## src/rtl/arm_pipe_pkg.sv

```systemverilog
// Shared types for the ARM pipeline control logic: forwarding mux encodings,
// hazard FSM states and the register number of the PC.
package arm_pipe_pkg;

  typedef enum logic [1:0] {
    FWD_RF = 2'b00,
    FWD_W  = 2'b01,
    FWD_M  = 2'b10
  } fwd_sel_t;

  typedef enum logic {
    HZ_RUN,
    HZ_DRAIN
  } hz_state_t;

  localparam logic [3:0] REG_PC = 4'd15;

endpackage

```

## src/rtl/hazard_ctrl_fwd_sel.sv

```systemverilog
// Forwarding select for one Exec operand: Memory stage beats Writeback,
// and the PC is never forwarded.
module fwd_sel
  import arm_pipe_pkg::*;
(
  input  logic [3:0] raE_i,
  input  logic [3:0] rdM_i,
  input  logic [3:0] rdW_i,
  input  logic       regWriteM_i,
  input  logic       regWriteW_i,
  output fwd_sel_t   sel_o
);

  always_comb begin
    sel_o = FWD_RF;
    if (raE_i != REG_PC) begin
      if (regWriteM_i && (rdM_i == raE_i)) begin
        sel_o = FWD_M;
      end else if (regWriteW_i && (rdW_i == raE_i)) begin
        sel_o = FWD_W;
      end
    end
  end

endmodule

```

## src/rtl/hazard_ctrl.sv

```systemverilog
// Pipeline hazard controller: operand forwarding, load-use stalls, branch
// flushes and draining of PC-writing instructions, plus saturating perf counters.
module hazard_ctrl
  import arm_pipe_pkg::*;
#(
  parameter int CNT_W = 16
) (
  input  logic             clk,
  input  logic             reset,
  input  logic [3:0]       RA1D,
  input  logic [3:0]       RA2D,
  input  logic [3:0]       RA1E,
  input  logic [3:0]       RA2E,
  input  logic [3:0]       RdE,
  input  logic [3:0]       RdM,
  input  logic [3:0]       RdW,
  input  logic             RegWriteE,
  input  logic             RegWriteM,
  input  logic             RegWriteW,
  input  logic             MemtoRegE,
  input  logic             PCSrcD,
  input  logic             CondExE,
  input  logic             BranchTakenE,
  output logic [1:0]       forwardAE,
  output logic [1:0]       forwardBE,
  output logic             stallF,
  output logic             stallD,
  output logic             flushD,
  output logic             flushE,
  output logic             pc_pendW,
  output logic [CNT_W-1:0] stall_cnt,
  output logic [CNT_W-1:0] flush_cnt
);

  hz_state_t        state_q, state_d;
  logic [1:0]       cnt_q, cnt_d;
  logic [CNT_W-1:0] stallCnt_q, stallCnt_d;
  logic [CNT_W-1:0] flushCnt_q, flushCnt_d;
  fwd_sel_t         selA, selB;
  logic             ldStall;

  fwd_sel uFwdA (
    .raE_i       (RA1E),
    .rdM_i       (RdM),
    .rdW_i       (RdW),
    .regWriteM_i (RegWriteM),
    .regWriteW_i (RegWriteW),
    .sel_o       (selA)
  );

  fwd_sel uFwdB (
    .raE_i       (RA2E),
    .rdM_i       (RdM),
    .rdW_i       (RdW),
    .regWriteM_i (RegWriteM),
    .regWriteW_i (RegWriteW),
    .sel_o       (selB)
  );

  assign ldStall = MemtoRegE & RegWriteE & ((RdE == RA1D) | (RdE == RA2D));

  // cnt follows the PC writer through E (0), M (1) and W (2) while draining.
  always_comb begin
    state_d   = state_q;
    cnt_d     = cnt_q;
    stallF    = 1'b0;
    stallD    = 1'b0;
    flushD    = 1'b0;
    flushE    = 1'b0;
    pc_pendW  = 1'b0;
    forwardAE = selA;
    forwardBE = selB;

    if (state_q == HZ_RUN) begin
      if (BranchTakenE) begin
        flushD = 1'b1;
        flushE = 1'b1;
      end else if (ldStall) begin
        stallF = 1'b1;
        stallD = 1'b1;
        flushE = 1'b1;
      end else if (PCSrcD) begin
        stallF  = 1'b1;
        flushD  = 1'b1;
        state_d = HZ_DRAIN;
        cnt_d   = 2'd0;
      end
    end else begin
      flushD = 1'b1;
      if (cnt_q >= 2'd2) begin
        pc_pendW = 1'b1;
        state_d  = HZ_RUN;
        cnt_d    = 2'd0;
      end else begin
        stallF = 1'b1;
        cnt_d  = cnt_q + 2'd1;
        if ((cnt_q == 2'd0) && !CondExE) begin
          state_d = HZ_RUN;
          cnt_d   = 2'd0;
        end
      end
      if (BranchTakenE) begin
        stallF = 1'b0;
        flushE = 1'b1;
      end
    end

    if (!reset) begin
      state_d   = HZ_RUN;
      cnt_d     = 2'd0;
      stallF    = 1'b0;
      stallD    = 1'b0;
      flushD    = 1'b1;
      flushE    = 1'b1;
      pc_pendW  = 1'b0;
      forwardAE = FWD_RF;
      forwardBE = FWD_RF;
    end

    stallCnt_d = stallCnt_q;
    flushCnt_d = flushCnt_q;
    if (stallD && (stallCnt_q != '1)) begin
      stallCnt_d = stallCnt_q + 1'b1;
    end
    if (flushE && (flushCnt_q != '1)) begin
      flushCnt_d = flushCnt_q + 1'b1;
    end
  end

  always_ff @(posedge clk) begin
    if (!reset) begin
      state_q    <= HZ_RUN;
      cnt_q      <= 2'd0;
      stallCnt_q <= '0;
      flushCnt_q <= '0;
    end else begin
      state_q    <= state_d;
      cnt_q      <= cnt_d;
      stallCnt_q <= stallCnt_d;
      flushCnt_q <= flushCnt_d;
    end
  end

  assign stall_cnt = stallCnt_q;
  assign flush_cnt = flushCnt_q;

endmodule

```

## config.mk

```make
export PLATFORM = sky130hd
export DESIGN_NAME = hazard_ctrl
export DESIGN_NICKNAME = d
export VERILOG_FILES = /design/src/rtl/arm_pipe_pkg.sv /design/src/rtl/hazard_ctrl_fwd_sel.sv /design/src/rtl/hazard_ctrl.sv
export SDC_FILE = /design/constraint.sdc
export NUM_CORES = 1
export LEC_CHECK = 0
export BUFFER_PORTS_ARGS = -buffer_cell sky130_fd_sc_hd__buf_2
export CORE_ASPECT_RATIO = 0.5
export CORE_MARGIN = 4
export CORE_UTILIZATION = 45
export DETAILED_ROUTE_END_ITERATION = 6
export GPL_TIMING_DRIVEN = 0
export PLACE_DENSITY = 0.81
export SLEW_MARGIN = 10
export SYNTH_ARGS = -nofsm -noshare
export SYNTH_HDL_FRONTEND = slang
export SYNTH_SLANG_ARGS = --single-unit
```

## constraint.sdc

```tcl
create_clock -name clk -period 2.4 [get_ports clk]
set_clock_uncertainty 0.2 [all_clocks]
set_input_delay 0.48 -clock clk [delete_from_list [all_inputs] [get_ports clk]]
set_output_delay 0.48 -clock clk [all_outputs]
set_load 0.02 [all_outputs]
```

=== Yosys cells after proc, flatten, opt, wreduce, memory -nomap -nowiden ===
Index checks and enable logic that the tools add are counted.

* Register bits after elaboration: 35
* Bits of input ports: 37

* $add $sub $neg: 3
* $lt $le $gt $ge: 1
* Eq/ne operators: 12
* Multiplexer cells: 40
* Bitwise logic cells: 3
* Reductions and logical operators: 11

{| class="wikitable"
|+ Operator list
! kind !! number
|-
| $add 16x1->16 const B || 2
|-
| $ne 16x16->1 const B || 2
|-
| $mux 1 || 28
|-
| $eq 4x4->1 || 6
|-
| $mux 2 || 12
|-
| $ne 4x4->1 const B || 2
|-
| $logic_and 1x1->1 || 7
|-
| $reduce_and 3->1 || 1
|-
| $add 2x1->2 const B || 1
|-
| $and 1x1->1 || 2
|-
| $ge 2x2->1 const B || 1
|-
| $logic_not 2->1 || 1
|-
| $ne 2x1->1 const B || 1
|-
| $ne 2x2->1 const B || 1
|-
| $reduce_bool 2->1 || 1
|-
| $logic_not 1->1 || 1
|-
| $or 1x1->1 || 1
|}

=== Logic depth before layout (Yosys ltp) ===
* Depth in word-level cells: 8
* Mapped depth: 8
* Depth with buffers taken out: 7

=== Hierarchy ===
From an unflattened synthesis, not the netlist that was laid out.

* Cells, all modules: 264
* Area, all modules: 2218.4 um^2

{| class="wikitable"
|+ Modules (own cells, without submodules)
! module !! instances !! cells each !! area an instance (um^2) !! sequential area each (um^2)
|-
| hazard_ctrl || 1 || 226 || 1955.6 || 700.7
|-
| fwd_sel || 2 || 19 || 131.4 || 0.0
|}

=== Least setup slack after synthesis ===
Ideal clock, no wire load.

* Kind: input port to output port
* Start: input RA1D[1]
* End: output stallF
* Arrival time: 1.641 ns
* Required time: 1.720 ns
* Path slack: 0.079 ns
* Cell stages on the path: 4
* Path buffers: 0
* Cell sequence: xnor2_1 > nand4_2 > a21o_1 > a221oi_1

* Longest elaborated chain between the ends: 7

{| class="wikitable"
|+ Ends and longest elaborated chain
! element !! RTL line !! RTL
|-
| from (decl) || hazard_ctrl.sv:10 || <nowiki>input logic [3:0] RA1D,</nowiki>
|-
| $eq 4x4->1 || hazard_ctrl.sv:60 || <nowiki>assign ldStall = MemtoRegE & RegWriteE & ((RdE == RA1D) | (RdE == RA2D));</nowiki>
|-
| $or 1x1->1 || hazard_ctrl.sv:60 ||
|-
| $and 1x1->1 || hazard_ctrl.sv:60 ||
|-
| $mux 1 || hazard_ctrl.sv:78 || <nowiki>end else if (ldStall) begin</nowiki>
|-
| $mux 1 || hazard_ctrl.sv:75 || <nowiki>if (BranchTakenE) begin</nowiki>
|-
| $mux 1 || hazard_ctrl.sv:74 || <nowiki>if (state_q == HZ_RUN) begin</nowiki>
|-
| $mux 1 || hazard_ctrl.sv:108 || <nowiki>if (!reset) begin</nowiki>
|-
| to (decl) || hazard_ctrl.sv:26 || <nowiki>output logic stallF,</nowiki>
|}

Every way passes these cells.

=== Worst setup path in the final report ===
Ends and elaborated chain as after synthesis.

==> summary.md <==
Status
• completed — outcome

Route
• 5.58 — per-cell via count in the routed design
• met4 — highest routing layer actually used
• 5.68 mm — final routed wirelength across all metal layers
• 0 — antenna viol nets, final
• 72 — DRC violation total after the first TritonRoute iteration
• 0 — total DRC errors in the routed layout
• 2.99 mm — detailed-routed wire length on met2
• 2.39 mm — post-route met1 wirelength
• 2,267 — total number of vias
• 14.0 um — per-cell routed wire length
• 4 — drt first pass iters
• 284 um — routed wire length on met3

STA
• 0 — total of endpoints with negative setup slack in the final report
• 427 MHz — Highest Clock Rate
• 97.6% — ratio of final minimum period to clock period
• 2340 ps — shortest clock period the worst path allows after layout
• 59.7% — worst rel slew slack
• 590 ps — slew of the pin with the lowest slew margin
• 0 ps — total negative slack
• 0 — final count of pins violating max slew
• 0 — number of failing hold endpoints at the final stage
• false — setup repair after global routing missed its margin

Clocking
• 280 ps — clk_lat worst skew
• done — clock tree from TritonCTS
• 35 — count of clock tree sinks
• clkbuf_8 — library cell used as clock root buffer
• 5 — total clock buffers created by CTS
• 0 — hold-fix buffers at CTS
• 2 — H-tree lvl count
• 70 ps — Reg clk slew, reported paths
• 2 — Clock Tree Buf Depth

Setup path
• buf_2, xnor2_1, nand4_2, a21o_1, a221oi_1, buf_2 — worst path cell trace
• compound AO/OA/AOI/OAI gates — delay-heaviest family, CP
• 1660 ps — critical path data arrival time
• 1720 ps — required arrival time at the worst endpoint
• buf_2 — Crit path top cell by count
• 2 — CP Buf/Inv Count
• input port to output port — critical setup path kind
• 260 ps — delay of the slowest cell on the worst path
• output port — nature of the critical path endpoint
• a221oi_1 — Max stage delay cell, worst path
• 4 — largest fanout of any net on the critical path
• input port — CP startpoint kind

Die
• 17 — Rows
• 56.4 um — die span in y
• 0.00447 mm^2 — Core ar.
• 0.00592 mm^2 — Die Footprint
• 47.3% — Starting Density
• 78 — Top Ports
• 105 um — horizontal die dimension

Layout
• 60.6% — Final Core Density
• 28.2% — relative area change from synthesis to final layout
• 406 — Layout Cells excl Fill
• 29.2% — fraction of layout cells with a size suffix above 1
• 388 — net total in the final layout
• 0 — number of antenna cells inserted

Yosys
• dfxtp_1 — dominant cell type by area after synthesis
• 33.2% — Synth top area share
• dfxtp_1 — Synth Flop Type
• 0 — number of enable flip-flop cells after synthesis
• dfxtp_1, xnor2_1, nand2_1 — top cells by area, synth
• dfxtp_1 — dominant cell by count in the synthesized netlist
• 0% — async set or reset register ratio after synthesis
• dfxtp_1, nand2_1, nor2_1 — top cell types by occurrence after synthesis
• 0.00211 mm^2 — Syn Std Cell Area
• 41 — synth unique cells
• 8.06 um^2 — Mapped Avg Cell Area
• 33.2% — sequential share of the synthesized area
• 262 — cells after synthesis
• 35 — Synth Register Bits
• 301 — Mapped Nets
• 0 — number of warning messages in the yosys log

Placement
• 396 — placed insts
• 0.802 — GP Congestion
• 77 — port buffer count
• 4.43 mm — total half-perimeter wirelength after legalization and detailed placement

Global route
• 2,196 — vias in the first global route
• 0 — leftover overflow at the end of global routing
• 11 — largest net degree at the start of global routing
• 9.44 mm — global-route wire length before repair
• 19.0% — GRT Resource Usage Total
• 0 — antenna violations before repair

Run
• 0 — max-cap violation count

Hold path
• input port to flip-flop — worst min path class

Power
• 0.209 mV — Max IR drop VDD
• 1.20 mW — overall power of the completed layout
• 444 mW/mm^2 — power density relative to cell area
• 1.16 nW — LEAKAGE

==> cells in the final DEF, fill, tap and decap left out, types with 3 or more instances in the layout <==
| master | count |
|---|---|
| nand2b_1 | 9 |
| or3_1 | 7 |
| clkbuf_8 | 6 |
| and3_1 | 7 |
| o31ai_1 | 3 |
| mux2i_1 | 10 |
| or4_1 | 3 |
| xor2_1 | 11 |
| nor4_1 | 6 |
| clkbuf_1 | 4 |
| a21o_1 | 3 |
| nand4_1 | 11 |
| buf_4 | 4 |
| nand3_1 | 19 |
| o41ai_1 | 3 |
| o21ai_0 | 7 |
| xnor2_1 | 20 |
| dfxtp_1 | 34 |
| buf_2 | 77 |
| nor2_1 | 26 |
| inv_1 | 8 |
| a21oi_1 | 11 |
| nand2_1 | 28 |
==> layer usage <==
| metal | vias up | GRT usage, % |
|---|---|---|
| met2 | 74 | 36.4 |
| met4 | 0 | 5.42 |
| met1 | 1070 | 21.0 |
| li1 | 1121 | - |
| met5 | - | 0 |
| met3 | 2 | 4.59 |
==> sequential cells by signal, summed over array words and instances, names as in the netlist <==
register and flops:
cnt_q 2, flush_cnt 16, stall_cnt 16, state_q 1
==> power breakdown <==
group | total (mW) | internal, mW | switching [mW]
clock | 0.422 | 0.225 | 0.197
sequential | 0.600 | 0.588 | 0.0116
combinational | 0.180 | 0.0775 | 0.103
total | 1.20 | 0.891 | 0.311
==> tightest hold or removal path: cells and delay by family <==
family	cells	cell delay (ps)
buffers and inverters	1	90
AND/OR/NAND/NOR	1	70
AO/OA/AOI/OAI	1	60
==> cell families (layout without fill, tap and decap cells) <==
group,count (synthesis),in the layout,synth area share (%)
adders and majority gates,2,2,1.18
and+or+nand+nor,131,131,32.4
xor gates and xnor gates,31,31,12.9
DFF,35,35,33.2
muxes,10,10,4.74
buffers and inverters,15,102,3.20
AOI/OAI and AO/OA,38,38,12.4
==> area by class of cell <==
class | count | area [um^2]
clock buffer | 6 | 82.6
clock inverter | 1 | 5.00
tap | 57 | 71.3
inverter | 8 | 30.0
multi-input combinational | 212 | 1370
buffer | 7 | 38.8
timing repair buffer | 80 | 408
fill | 405 | 1760
sequential | 35 | 702
==> through the flow <==
step	hold WS, ps	area (um^2)	setup WS [ps]
2_1_floorplan	277	2110	79.1
3_3_place_gp	272	2570	-79.0
3_5_place_dp	280	2570	-156
4_1_cts	246	2680	39.7
5_1_grt	264	2710	0.833
6_report	247	2710	56.4
==> worst paths after layout <==
kind | start | to | slack, ps | depth (start not counted)
worst max-delay path | RA1D[1] | stallF | 60 | 6
worst max register to register | flush_cnt[8] | flush_cnt[1] | 100 | 8
worst min-delay path | CondExE | cnt_q[0] | 250 | 3
worst min register to register | flush_cnt[11] | flush_cnt[11] | 290 | 2
==> what timing repair did <==
action,in CTS,in global routing
gates resized for setup,2,5
setup buffers,2,1
endpoints found under the setup margin,4,7
pin swaps,1,2
(Power assumes the default switching activity.)
